File: config.mk
export PLATFORM = sky130hd
export DESIGN_NAME = apb_master_bridge
export DESIGN_NICKNAME = d
export VERILOG_FILES = /design/src/rtl/apb_pkg.sv /design/src/rtl/apb_timeout_cnt.sv /design/src/rtl/apb_master_bridge.sv
export SDC_FILE = /design/constraint.sdc
export NUM_CORES = 1
export LEC_CHECK = 0
export ABC_AREA = 1
export CAP_MARGIN = 20
export CORE_UTILIZATION = 42
export CTS_CLUSTER_DIAMETER = 150
export DETAILED_ROUTE_END_ITERATION = 10
export GPL_ROUTABILITY_DRIVEN = 0
export PLACE_DENSITY = 0.86
export SLEW_MARGIN = 20
export SYNTH_ARGS = -nofsm -noshare
export SYNTH_HDL_FRONTEND = slang
export SYNTH_SLANG_ARGS = --single-unit
export TNS_END_PERCENT = 30
File: constraint.sdc
create_clock -name sys_clk -period 2.42 [get_ports sys_clk]
set_clock_uncertainty 0.1 [all_clocks]
set_input_delay 0.363 -clock sys_clk [delete_from_list [all_inputs] [get_ports sys_clk]]
set_output_delay 0.363 -clock sys_clk [all_outputs]
set_load 0.01 [all_outputs]
File: src/rtl/apb_pkg.sv
// apb_pkg
// Shared definitions for the APB master bridge: FSM state encoding,
// default bus widths and the strobe-width helper.
package apb_pkg;

    localparam int APB_ADDR_W = 12;
    localparam int APB_DATA_W = 32;

    typedef enum logic [1:0] {
        IDLE   = 2'd0,
        SETUP  = 2'd1,
        ACCESS = 2'd2,
        RESP   = 2'd3
    } apb_state_t;

    // One strobe bit per data byte.
    function automatic int strb_width(input int data_w);
        return data_w / 8;
    endfunction

endpackage

File: src/rtl/apb_timeout_cnt.sv
// apb_timeout_cnt
// Counts ACCESS cycles spent waiting on pready so the bridge can abort a
// transfer to a slave that never answers.
// Ports:
//   sys_clk, sys_rst_n : clock, asynchronous active-low reset
//   clr                : restart the count (asserted while entering ACCESS)
//   inc                : one more wait cycle seen
//   expire             : count has reached TIMEOUT_CYCLES-1
module apb_timeout_cnt #(
    parameter int TIMEOUT_CYCLES = 16
) (
    input  logic sys_clk,
    input  logic sys_rst_n,
    input  logic clr,
    input  logic inc,
    output logic expire
);

    localparam int CNT_W = $clog2(TIMEOUT_CYCLES + 1);

    logic [CNT_W-1:0] count;

    assign expire = (count == CNT_W'(TIMEOUT_CYCLES - 1));

    // Saturates at the terminal value; the bridge leaves ACCESS on expiry
    // so the count never needs to wrap.
    always_ff @(posedge sys_clk or negedge sys_rst_n) begin
        if (!sys_rst_n) begin
            count <= '0;
        end else if (clr) begin
            count <= '0;
        end else if (inc && !expire) begin
            count <= count + 1'b1;
        end
    end

endmodule

File: src/rtl/apb_master_bridge.sv
// apb_master_bridge
// Turns a valid/ready register-request stream into single APB4 transfers on
// the timer slave port and returns each result on a valid/ready response
// channel. One transfer in flight at a time.
//
// Optional feature macro: APB_TIMEOUT_EN
//   defined   : ACCESS is aborted after TIMEOUT_CYCLES cycles without pready,
//               answered with rsp_err=1, rsp_timeout=1, rsp_rdata=0
//   undefined : ACCESS waits indefinitely, rsp_timeout is constant 0
//
// Ports:
//   sys_clk, sys_rst_n          : clock, asynchronous active-low reset
//   req_valid/req_ready         : request handshake (ready only in IDLE)
//   req_write/addr/wdata/strb   : request fields
//   rsp_valid/rsp_ready         : response handshake
//   rsp_rdata/rsp_err/timeout   : response fields, held until consumed
//   tim_p*                      : APB4 master port to timer_top
//
// State | meaning
// ------+---------------------------------------------------------------
// IDLE  | waiting for a request; req_ready=1
// SETUP | APB setup phase, psel=1 penable=0
// ACCESS| APB access phase, psel=1 penable=1, waiting on pready
// RESP  | response presented, waiting for rsp_ready
module apb_master_bridge
    import apb_pkg::*;
#(
    parameter int ADDR_W         = APB_ADDR_W,
    parameter int DATA_W         = APB_DATA_W,
    parameter int TIMEOUT_CYCLES = 16
) (
    input  logic                          sys_clk,
    input  logic                          sys_rst_n,

    input  logic                          req_valid,
    output logic                          req_ready,
    input  logic                          req_write,
    input  logic [ADDR_W-1:0]             req_addr,
    input  logic [DATA_W-1:0]             req_wdata,
    input  logic [strb_width(DATA_W)-1:0] req_strb,

    output logic                          rsp_valid,
    input  logic                          rsp_ready,
    output logic [DATA_W-1:0]             rsp_rdata,
    output logic                          rsp_err,
    output logic                          rsp_timeout,

    output logic                          tim_psel,
    output logic                          tim_penable,
    output logic                          tim_pwrite,
    output logic [ADDR_W-1:0]             tim_paddr,
    output logic [DATA_W-1:0]             tim_pwdata,
    output logic [strb_width(DATA_W)-1:0] tim_pstrb,
    input  logic [DATA_W-1:0]             tim_prdata,
    input  logic                          tim_pready,
    input  logic                          tim_pslverr
);

    apb_state_t state;
    logic       timeout_hit;

    assign req_ready = (state == IDLE);

`ifdef APB_TIMEOUT_EN
    logic cnt_clr;
    logic cnt_inc;
    logic cnt_expire;
    logic rsp_timeout_q;

    assign cnt_clr     = (state == SETUP);
    assign cnt_inc     = (state == ACCESS) && !tim_pready;
    // pready in the same cycle wins, so expiry only counts on a wait cycle.
    assign timeout_hit = cnt_inc && cnt_expire;
    assign rsp_timeout = rsp_timeout_q;

    apb_timeout_cnt #(
        .TIMEOUT_CYCLES (TIMEOUT_CYCLES)
    ) u_timeout_cnt (
        .sys_clk   (sys_clk),
        .sys_rst_n (sys_rst_n),
        .clr       (cnt_clr),
        .inc       (cnt_inc),
        .expire    (cnt_expire)
    );
`else
    logic unused_timeout_cycles;

    assign timeout_hit           = 1'b0;
    assign rsp_timeout           = 1'b0;
    // TIMEOUT_CYCLES only matters when the abort counter is built.
    assign unused_timeout_cycles = (TIMEOUT_CYCLES > 0);
`endif

    // The APB address/control/data registers double as the request capture:
    // they are loaded on acceptance and simply hold afterwards, which keeps
    // them stable through SETUP/ACCESS and leaves the last value in IDLE/RESP.
    always_ff @(posedge sys_clk or negedge sys_rst_n) begin
        if (!sys_rst_n) begin
            state       <= IDLE;
            tim_psel    <= 1'b0;
            tim_penable <= 1'b0;
            tim_pwrite  <= 1'b0;
            tim_paddr   <= '0;
            tim_pwdata  <= '0;
            tim_pstrb   <= '0;
            rsp_valid   <= 1'b0;
            rsp_rdata   <= '0;
            rsp_err     <= 1'b0;
`ifdef APB_TIMEOUT_EN
            rsp_timeout_q <= 1'b0;
`endif
        end else begin
            case (state)
                IDLE: begin
                    if (req_valid) begin
                        tim_pwrite  <= req_write;
                        tim_paddr   <= req_addr;
                        // APB4: reads carry no write data and no strobes.
                        tim_pwdata  <= req_write ? req_wdata : '0;
                        tim_pstrb   <= req_write ? req_strb  : '0;
                        tim_psel    <= 1'b1;
                        tim_penable <= 1'b0;
                        state       <= SETUP;
                    end
                end

                SETUP: begin
                    tim_penable <= 1'b1;
                    state       <= ACCESS;
                end

                ACCESS: begin
                    if (tim_pready) begin
                        tim_psel    <= 1'b0;
                        tim_penable <= 1'b0;
                        rsp_valid   <= 1'b1;
                        rsp_rdata   <= tim_pwrite ? '0 : tim_prdata;
                        rsp_err     <= tim_pslverr;
`ifdef APB_TIMEOUT_EN
                        rsp_timeout_q <= 1'b0;
`endif
                        state       <= RESP;
                    end else if (timeout_hit) begin
                        tim_psel    <= 1'b0;
                        tim_penable <= 1'b0;
                        rsp_valid   <= 1'b1;
                        rsp_rdata   <= '0;
                        rsp_err     <= 1'b1;
`ifdef APB_TIMEOUT_EN
                        rsp_timeout_q <= 1'b1;
`endif
                        state       <= RESP;
                    end
                end

                RESP: begin
                    if (rsp_ready) begin
                        rsp_valid <= 1'b0;
                        state     <= IDLE;
                    end
                end

                default: begin
                    state <= IDLE;
                end
            endcase
        end
    end

endmodule

# Yosys cells after proc, flatten, opt, wreduce, memory -nomap -nowiden
# Cells that the tools add are included.
word_totals:
  register_bits: 87
  latchBits: 0
  mem_bits_rw: 0
  rom_bits: 0
  input_bits: 87
  out_inout_bits: 87
  elab_cells: 41
  mem_count: 0
classes:
  add_sub_neg: 0
  multipliers: 0
  div_mod_pow: 0
  magnitude_cmp: 0
  eq_ne: 6
  shift: 0
  muxes: 15
  bitwise_logic: 0
  reduce_logical: 10
op_table:
  columns: ["cell", "count"]
  rows:
  - ["$mux W32", 2]
  - ["$reduce_and A3 Y1", 4]
  - ["$pmux W2 S4", 1]
  - ["$mux W2", 3]
  - ["$ne A2 B2 Y1 const B", 3]
  - ["$mux W1", 5]
  - ["$eq A2 B2 Y1 const B", 2]
  - ["$mux W4", 1]
  - ["$pmux W1 S2", 2]
  - ["$reduce_and A2 Y1", 2]
  - ["$reduce_bool A2 Y1", 2]
  - ["$pmux W1 S3", 1]
  - ["$reduce_bool A3 Y1", 1]
  - ["$eq A2 B1 Y1 const B", 1]
  - ["$logic_not A2 Y1", 1]

# Depth between registers and ports, before layout
# Gate-level depths: netlist of the first run.
logic_depth:
  ltp_word: 3
  mapped_depth: 8
  depth_no_buf: 7

# Least setup slack after synthesis of the first run
# Ideal clock, no wire load.
synth_timing:
  path_type: "register to register"
  from: "reg state[0]"
  to: "reg tim_paddr[10]"
  setup_time_ns: 0.116
  arrival_ns: 1.171
  required_time_ns: 2.204
  slack_ns: 1.032
  stages_incl_launch_ff: 8
  path_buffers: 2
  period_less_slack_ns: 1.388
  cell_sequence: "dfrtp_1 > inv_1 > ha_1 > nand2_2 > buf_6 > buf_2 > nand2_1 > nand2_1"
synth_between:
  elab_chain_len: 2
synth_lines:
  columns: ["item", "line_no", "rtl"]
  rows:
  - ["from (decl)", "apb_master_bridge.sv:59", "apb_state_t state;"]
  - ["from (signal assigned)", "apb_master_bridge.sv:99", "state <= IDLE;"]
  - ["from (signal assigned)", "apb_master_bridge.sv:123", "state <= SETUP;"]
  - ["from (signal assigned)", "apb_master_bridge.sv:129", "state <= ACCESS;"]
  - ["$logic_not A2 Y1", "apb_master_bridge.sv:113", "case (state)"]
  - ["$reduce_and A2 Y1 (no line)", null, null]
  - ["to (signal assigned)", "apb_master_bridge.sv:117", "tim_paddr <= req_addr;"]
  - ["to (decl)", "apb_master_bridge.sv:51", "output logic [ADDR_W-1:0] tim_paddr,"]
# Every way passes these cells.
# A chain may end at the register's enable or synchronous reset.

# Worst setup path in the final report of the first run
layout_timing:
  from: "reg state[0]"
  to: "out req_ready"
layout_between:
  elab_chain_len: 1
layout_lines:
  columns: ["item", "line_no", "rtl"]
  rows:
  - ["$logic_not A2 Y1", "apb_master_bridge.sv:62", "assign req_ready = (state == IDLE);"]
  - ["to (decl)", "apb_master_bridge.sv:36", "output logic req_ready,"]
# Every way passes these cells.

==> results of run 1 <==
placed cells by master (no fill, tap or decap):
master,instances
nand2_1,191
clkdlybuf4s50_1,171
dfrtp_1,87
o21ai_0,64
inv_1,12
clkbuf_8,9
ha_1,6
o21ai_1,5
nand3_1,4
nand4_1,3
buf_4,3
buf_12,3
a21oi_1,2
inv_6,2
nand2_2,1
inv_4,1
conb_1,1
bufinv_16,1
clkbuf_1,1
clkinv_4,1
clkinv_2,1
clkinvlp_4,1
dlygate4sd3_1,1
worst min-delay path: cells and delay by family, from the launching register on:
kind / cells / cell delay [ns]
simple gates: 2 / 0.10
flops: 1 / 0.35
registers in the layout (all words and copies together), names as in the netlist:
| register | flops |
|---|---|
| rsp_err | 1 |
| tim_pwdata | 32 |
| rsp_rdata | 32 |
| tim_penable | 1 |
| tim_pwrite | 1 |
| tim_paddr | 12 |
| tim_psel | 1 |
| tim_pstrb | 4 |
| rsp_valid | 1 |
| state | 2 |
routing by layer:
metal	vias up	wire length (microns)	track usage (%)
met3	21	744	5.56
met4	0	180	8.46
met2	140	4520	35.3
met5	-	0	0
met1	1508	3840	25.8
li1	1595	-	-
worst max path at each step:
stage	to	slack (ns)	startpoint
floorplan	tim_paddr[10]	1.03	state[0]
global placement	rsp_rdata[14]	0.42	tim_pready
detailed placement	rsp_rdata[28]	0.36	tim_pready
CTS	req_ready	0.22	state[0]
global route	req_ready	0.15	state[1]
finish	req_ready	0.23	state[0]
layout make-up:
type,instances,area (sq um)
Tap cell,105,131
Inverter,13,51.3
Multi-Input combinational cell,277,1200
Clock buffer,10,128
Timing Repair Buffer,178,1800
Sequential cell,87,2180
Clock inverter,6,68.8
Fill cell,648,2700
metrics by stage:
stage,area (sq um),hold WS [ns],utilization [%]
2_1_floorplan,3610,-0.0326,-
3_3_place_gp,5350,0.263,64.8
3_5_place_dp,5350,0.274,64.8
4_1_cts,5560,0.388,67.3
5_1_grt,5560,0.404,67.3
6_report,5560,0.383,67.3
cell families (layout without fill, tap and decap cells):
kind of cell / count (synthesis) / count (layout) / share of synthesized area (%)
AO/OA/AOI/OAI: 71 / 71 / 9.84
other: 1 / 1 / 0.104
buffers and inverters: 38 / 207 / 6.58
flip-flops: 87 / 87 / 60.3
AND/OR/NAND/NOR: 199 / 199 / 21.1
adder cells (fa/ha/maj): 6 / 6 / 2.08
what timing repair did:
action / CTS / global route
hold endpoints to repair: 39 / 0
gates resized for setup: 0 / 0
hold buffers: 1 / 0
report_power, final:
group          internal [mW]  switching, mW  leakage, nW  total [mW]
Clock                  0.485          0.506       0.0973       0.991
Sequential              2.08          0.369         1.12        2.45
Combinational           1.56           1.40         1.37        2.96
==> impl_results.md, run 1 <==
* Top post-synthesis cells by area: dfrtp_1 60%, nand2_1 20%, o21ai_0 8.9%
* Die X at 94.7 microns
* Layout Nets at 659
* First-pass GRT wire length at 14.7 mm
* Slowest CP cell: clkdlybuf4s50_1
* Ant diodes at 0
* Input/output buffers at around 170
* TritonCTS clock tree: yes
* Worst path cell trace: inv_1, ha_1, clkdlybuf4s50_1
* Hold WC Path Type: flip-flop to flip-flop
* Mean area per synthesized cell at 8.98 sq um
* Leak Pwr at 2.58 nW
* Pwr Density at 1150 mW/mm^2
* Clk sink count at 87
* Clk slew on worst S/H paths at 0.09 ns
* Initial antenna violation count at 0
* VDD IR-drop max at 0.000539 V
* Core area at 0.00826 sq mm
* Hold path start: rsp_valid
* DRC at 0
* Post-Layout Cell Count at between 600 and 700
* Top FF cell, synth: dfrtp_1
* Cell with the most instances after synthesis: nand2_1
* Final min period at 2.19 ns
* Run status: finished, final reports clean
* Via count at 3,264
* Unrepaired setup endpoints after global routing: false
* FF-to-FF path depth at 5
* Pre-antenna DRT Iters at 4
* Critical path class: flip-flop to output pin
* Vias per cell at 4.83
* Hold path depth at 2
* Post-Syn Nets at 495
* Period utilization at 90.4%
* CTS root buffer: clkbuf_8
* Post-synth top cells: 191 x nand2_1, 87 x dfrtp_1, 64 x o21ai_0
* Startpoint Class: flip-flop
* FMAX at 457 MHz
* Final WS setup at 0.232 ns
* Pwr Total at 6.40 mW
* Final Slew Violations at 0
* Count of cell types in the netlist at 16
* Number of synthesized flops with an enable pin at 0
* Io pins at ~170
* Post-Route Setup TNS at 0 ns
* Final ANT Viol Nets at 0
* Site Rows at 33
* Post-DR wirelength/cell at about 14 microns
* Crit-path max cell delay at 0.60 ns
* Rel. slew slack at between 50% and 60%
* Cell Area, Synth at 0.00361 sq mm
* Vias in the first global route at 3,222
* Latest clock arrival within the worst-skew pair at roughly 0.33 ns
* Reg-to-reg slack, setup at 0.42 ns
* Reg2Reg Launch Point: state[0]
* Largest net degree at the start of global routing at 73
* R2R Path End: rsp_rdata[28]
* Routed Wire Length at 9.29 mm
* Cells after Synth at 402
* Crit path capture type: output pin
* Worst Tran Pin Value at 0.730 ns
* Hold EP: rsp_valid
* Initial Util at 43.7%
* Yosys warning count at 0
* CP arrival at 1.73 ns
* Delay-heaviest family, CP: buffers and inverters
* H-Tree Level Count at 3
* Setup bufs post-CTS at 0
* Buf/Inv on CP at 2
* Synth area leader: dfrtp_1
* Die Height at approximately 95 microns
* Yosys reg bits at between 80 and 90
* Synth async-reset ratio at 100%
* Die area at 0.00897 sq mm
* Total of max-cap violations at 0
* CP max FO at 5
* Setup WS pre-CTS at 0.359 ns
* Final setup vio count at 0
* CTS buffer count at 9
* HPWL Detailed at 6.97 mm
* Placed insts at 659
* CP required at 1.96 ns
* Post-synthesis sequential area ratio at 60.3%
* Top cell type's share of synthesized area at 60.3%
* GRT Total Usage at 21.1%
* Hold violation total from the final report at 0
* CP Depth at 3
* Total gr overflow at 0
* Layout cell share with drive strength beyond 1 at 4.03%
* Area Overhead vs Synth at 53.9%
* Initial drt markers at 135
* Clock buffer depth at 2
Note: power is estimated with default switching activity, not from simulation.
==> run 2: changes to the inputs <==
--- a/config.mk
+++ b/config.mk
@@ -5,7 +5,6 @@
 export SDC_FILE = /design/constraint.sdc
 export NUM_CORES = 1
 export LEC_CHECK = 0
-export ABC_AREA = 1
 export CAP_MARGIN = 20
 export CORE_UTILIZATION = 42
 export CTS_CLUSTER_DIAMETER = 150
@@ -15,5 +14,6 @@
 export SLEW_MARGIN = 20
 export SYNTH_ARGS = -nofsm -noshare
 export SYNTH_HDL_FRONTEND = slang
+export SYNTH_HIERARCHICAL = 1
 export SYNTH_SLANG_ARGS = --single-unit
 export TNS_END_PERCENT = 30
==> impl_results.md, run 2 <==
* Run status: finished, final reports clean
* Routed Wire Length at ~8.9 mm
* Core area at 0.00830 sq mm
* Vias per cell at around 4.7
* Delay-heaviest family, CP: buffers and inverters
* Cell with the most instances after synthesis: nand2_1
* Final Util at 68.2%
* Top FF cell, synth: dfrtp_1
* Crit path capture type: output pin
* Final Slew Violations at 0
* Via count at 2,980
* Mean area per synthesized cell at 10.2 sq um
* CP required at 1.96 ns
* Placed insts at 617
* Filler cells at 651
* Layout Nets at 617
* Initial Util at 43.8%
* Ant diodes at 0
* Crit-path max cell delay at 0.55 ns
* Post-synthesis sequential area ratio at 59.9%
* CP max FO at 5
* Post-Layout Cell Count at 634
* Cell Area, Synth at 0.00364 sq mm
* Leak Pwr at 2.49 nW
* Critical path class: flip-flop to output pin
* Post-Syn Nets at 449
* Initial antenna violation count at 0
* Top post-synthesis cells by area: dfrtp_1 60%, nand2_1 11%, o21ai_0 9.8%
* Startpoint Class: flip-flop
* Layout cell share with drive strength beyond 1 at 8.32%
* CP arrival at 1.68 ns
* Hold WC Path Type: primary input to async pin
* Buf/Inv on CP at 2
* Final setup vio count at 0
* FMAX at between 400 and 500 MHz
* Count of cell types in the netlist at 21
* Most frequent cells in the layout: 171 x clkdlybuf4s50_1, 105 x nand2_1, 87 x dfrtp_1
* HPWL Detailed at around 6.6 mm
* Top Registers: rsp_rdata: 32 flops, tim_pwdata: 32 flops, tim_paddr: 12 flops
* Io pins at 174
* Die Height at 95.1 microns
* CTS root buffer: clkbuf_8
* Total of max-cap violations at 0
* Fin area at about 0.0057 sq mm
* Hold slack at 0.344 ns
* Unrepaired setup endpoints after global routing: false
* Post-Route Setup TNS at 0 ns
* Clk sink count at 87
* Final ANT Viol Nets at 0
* Hold violation total from the final report at 0
* Total gr overflow at 0
* Synth async-reset ratio at 100%
* Post-synth top cells: 105 x nand2_1, 87 x dfrtp_1, 71 x o21ai_0
* Clk slew on worst S/H paths at 0.09 ns
* Die X at 95.1 microns
* DRC at 0
* Site Rows at 33
* GRT Total Usage at 20.0%
* Cells after Synth at 356
* Slowest CP cell: clkdlybuf4s50_1
* Area of the multi-input gates at 0.00132 sq mm
* Yosys reg bits at between 80 and 90
* Die area at roughly 0.009 sq mm
* CTS buffer count at 9
* Post-DR wirelength/cell at roughly 14 microns
* Input/output buffers at 172
* Storage cell area at 0.00218 sq mm
* Pwr Total at 6.70 mW
* Area Overhead vs Synth at 55.5%
* Dpl cell area at around 0.0054 sq mm
* Cts repair resizes at 0
* TritonCTS clock tree: yes
* Pre-antenna DRT Iters at 4
* H-Tree Level Count at 3
* Number of synthesized flops with an enable pin at 0
* Pwr Density at 1180 mW/mm^2
* Clock buffer depth at 2
* First-pass GRT wire length at about 14 mm
* Largest net degree at the start of global routing at between 80 and 90
* VDD IR-drop max at around 0.00057 V
* Synth area leader: dfrtp_1
* Yosys warning count at 6
* Vias in the first global route at 2,855
* Final WS setup at 0.274 ns
* Top cell type's share of synthesized area at 59.9%
* Final min period at roughly 2.1 ns
* Latest clock arrival within the worst-skew pair at 0.34 ns
* Initial drt markers at 76
* Setup bufs post-CTS at 0
* Period utilization at 88.7%
* Worst path cell trace: inv_1, ha_1, clkdlybuf4s50_1
* Setup WS pre-CTS at approximately 0.52 ns
* Commonest non-fill, non-tap cell in the layout: clkdlybuf4s50_1
-- run 2: path summary, 6_finish.rpt --
check / start / to / slack, ns / cells past startpoint
min: sys_rst_n / tim_paddr[7] / 0.34 / 2
max in group asynchronous: sys_rst_n / rsp_rdata[2] / 1.15 / 3
min in group sys_clk: tim_pwdata[21] / tim_pwdata[21] / 0.38 / 2
max: state[0] / req_ready / 0.27 / 3
max reg2reg: state[0] / tim_paddr[2] / 0.60 / 5
min reg2reg: tim_pwdata[21] / tim_pwdata[21] / 0.38 / 2
-- run 2: kinds of logic after synthesis --
kind of cell / after synthesis / synth area share (%)
simple gates: 143 / 17.8
flops: 87 / 59.9
compound gates: 75 / 10.6
buf+inv: 28 / 3.85
mux: 16 / 5.78
fa+ha+maj: 6 / 2.06
other cells: 1 / 0.103
-- run 2: layout make-up --
| type | count | share of cell area (%) |
|---|---|---|
| Clock buffer | 11 | 2.50 |
| Clock inverter | 5 | 1.02 |
| Inverter | 4 | 0.265 |
| Multi-Input combinational cell | 241 | 23.3 |
| Sequential cell | 87 | 38.5 |
| Tap cell | 105 | 2.32 |
| Timing Repair Buffer | 181 | 32.1 |
-- run 2: metal layers --
layer,GRT usage [%],up-vias,routed length (microns)
met5,0,-,0
met4,5.30,0,74
met3,5.58,8,621
met2,33.6,107,4370
met1,25.4,1379,3800
li1,-,1486,-
-- run 2: repair_timing --
item | 4_1_cts | 5_1_grt
hold buffers | 1 | 0
endpoints found under the setup margin | 0 | 0
hold endpoints to repair | 20 | 0
-- run 2: worst reg2reg max path, stage by stage, from the launching register on --
cell and delay, ns:
dfrtp_1 0.44, inv_1 0.11, ha_1 0.25, nand2_2 0.09, buf_12 0.30, mux2_2 0.43
-- run 2: where the power goes --
| group | leakage, nW | switching (mW) | internal, mW |
|---|---|---|---|
| clock network | 0.0916 | 0.499 | 0.504 |
| registers | 1.11 | 0.388 | 2.13 |
| logic | 1.29 | 1.34 | 1.84 |
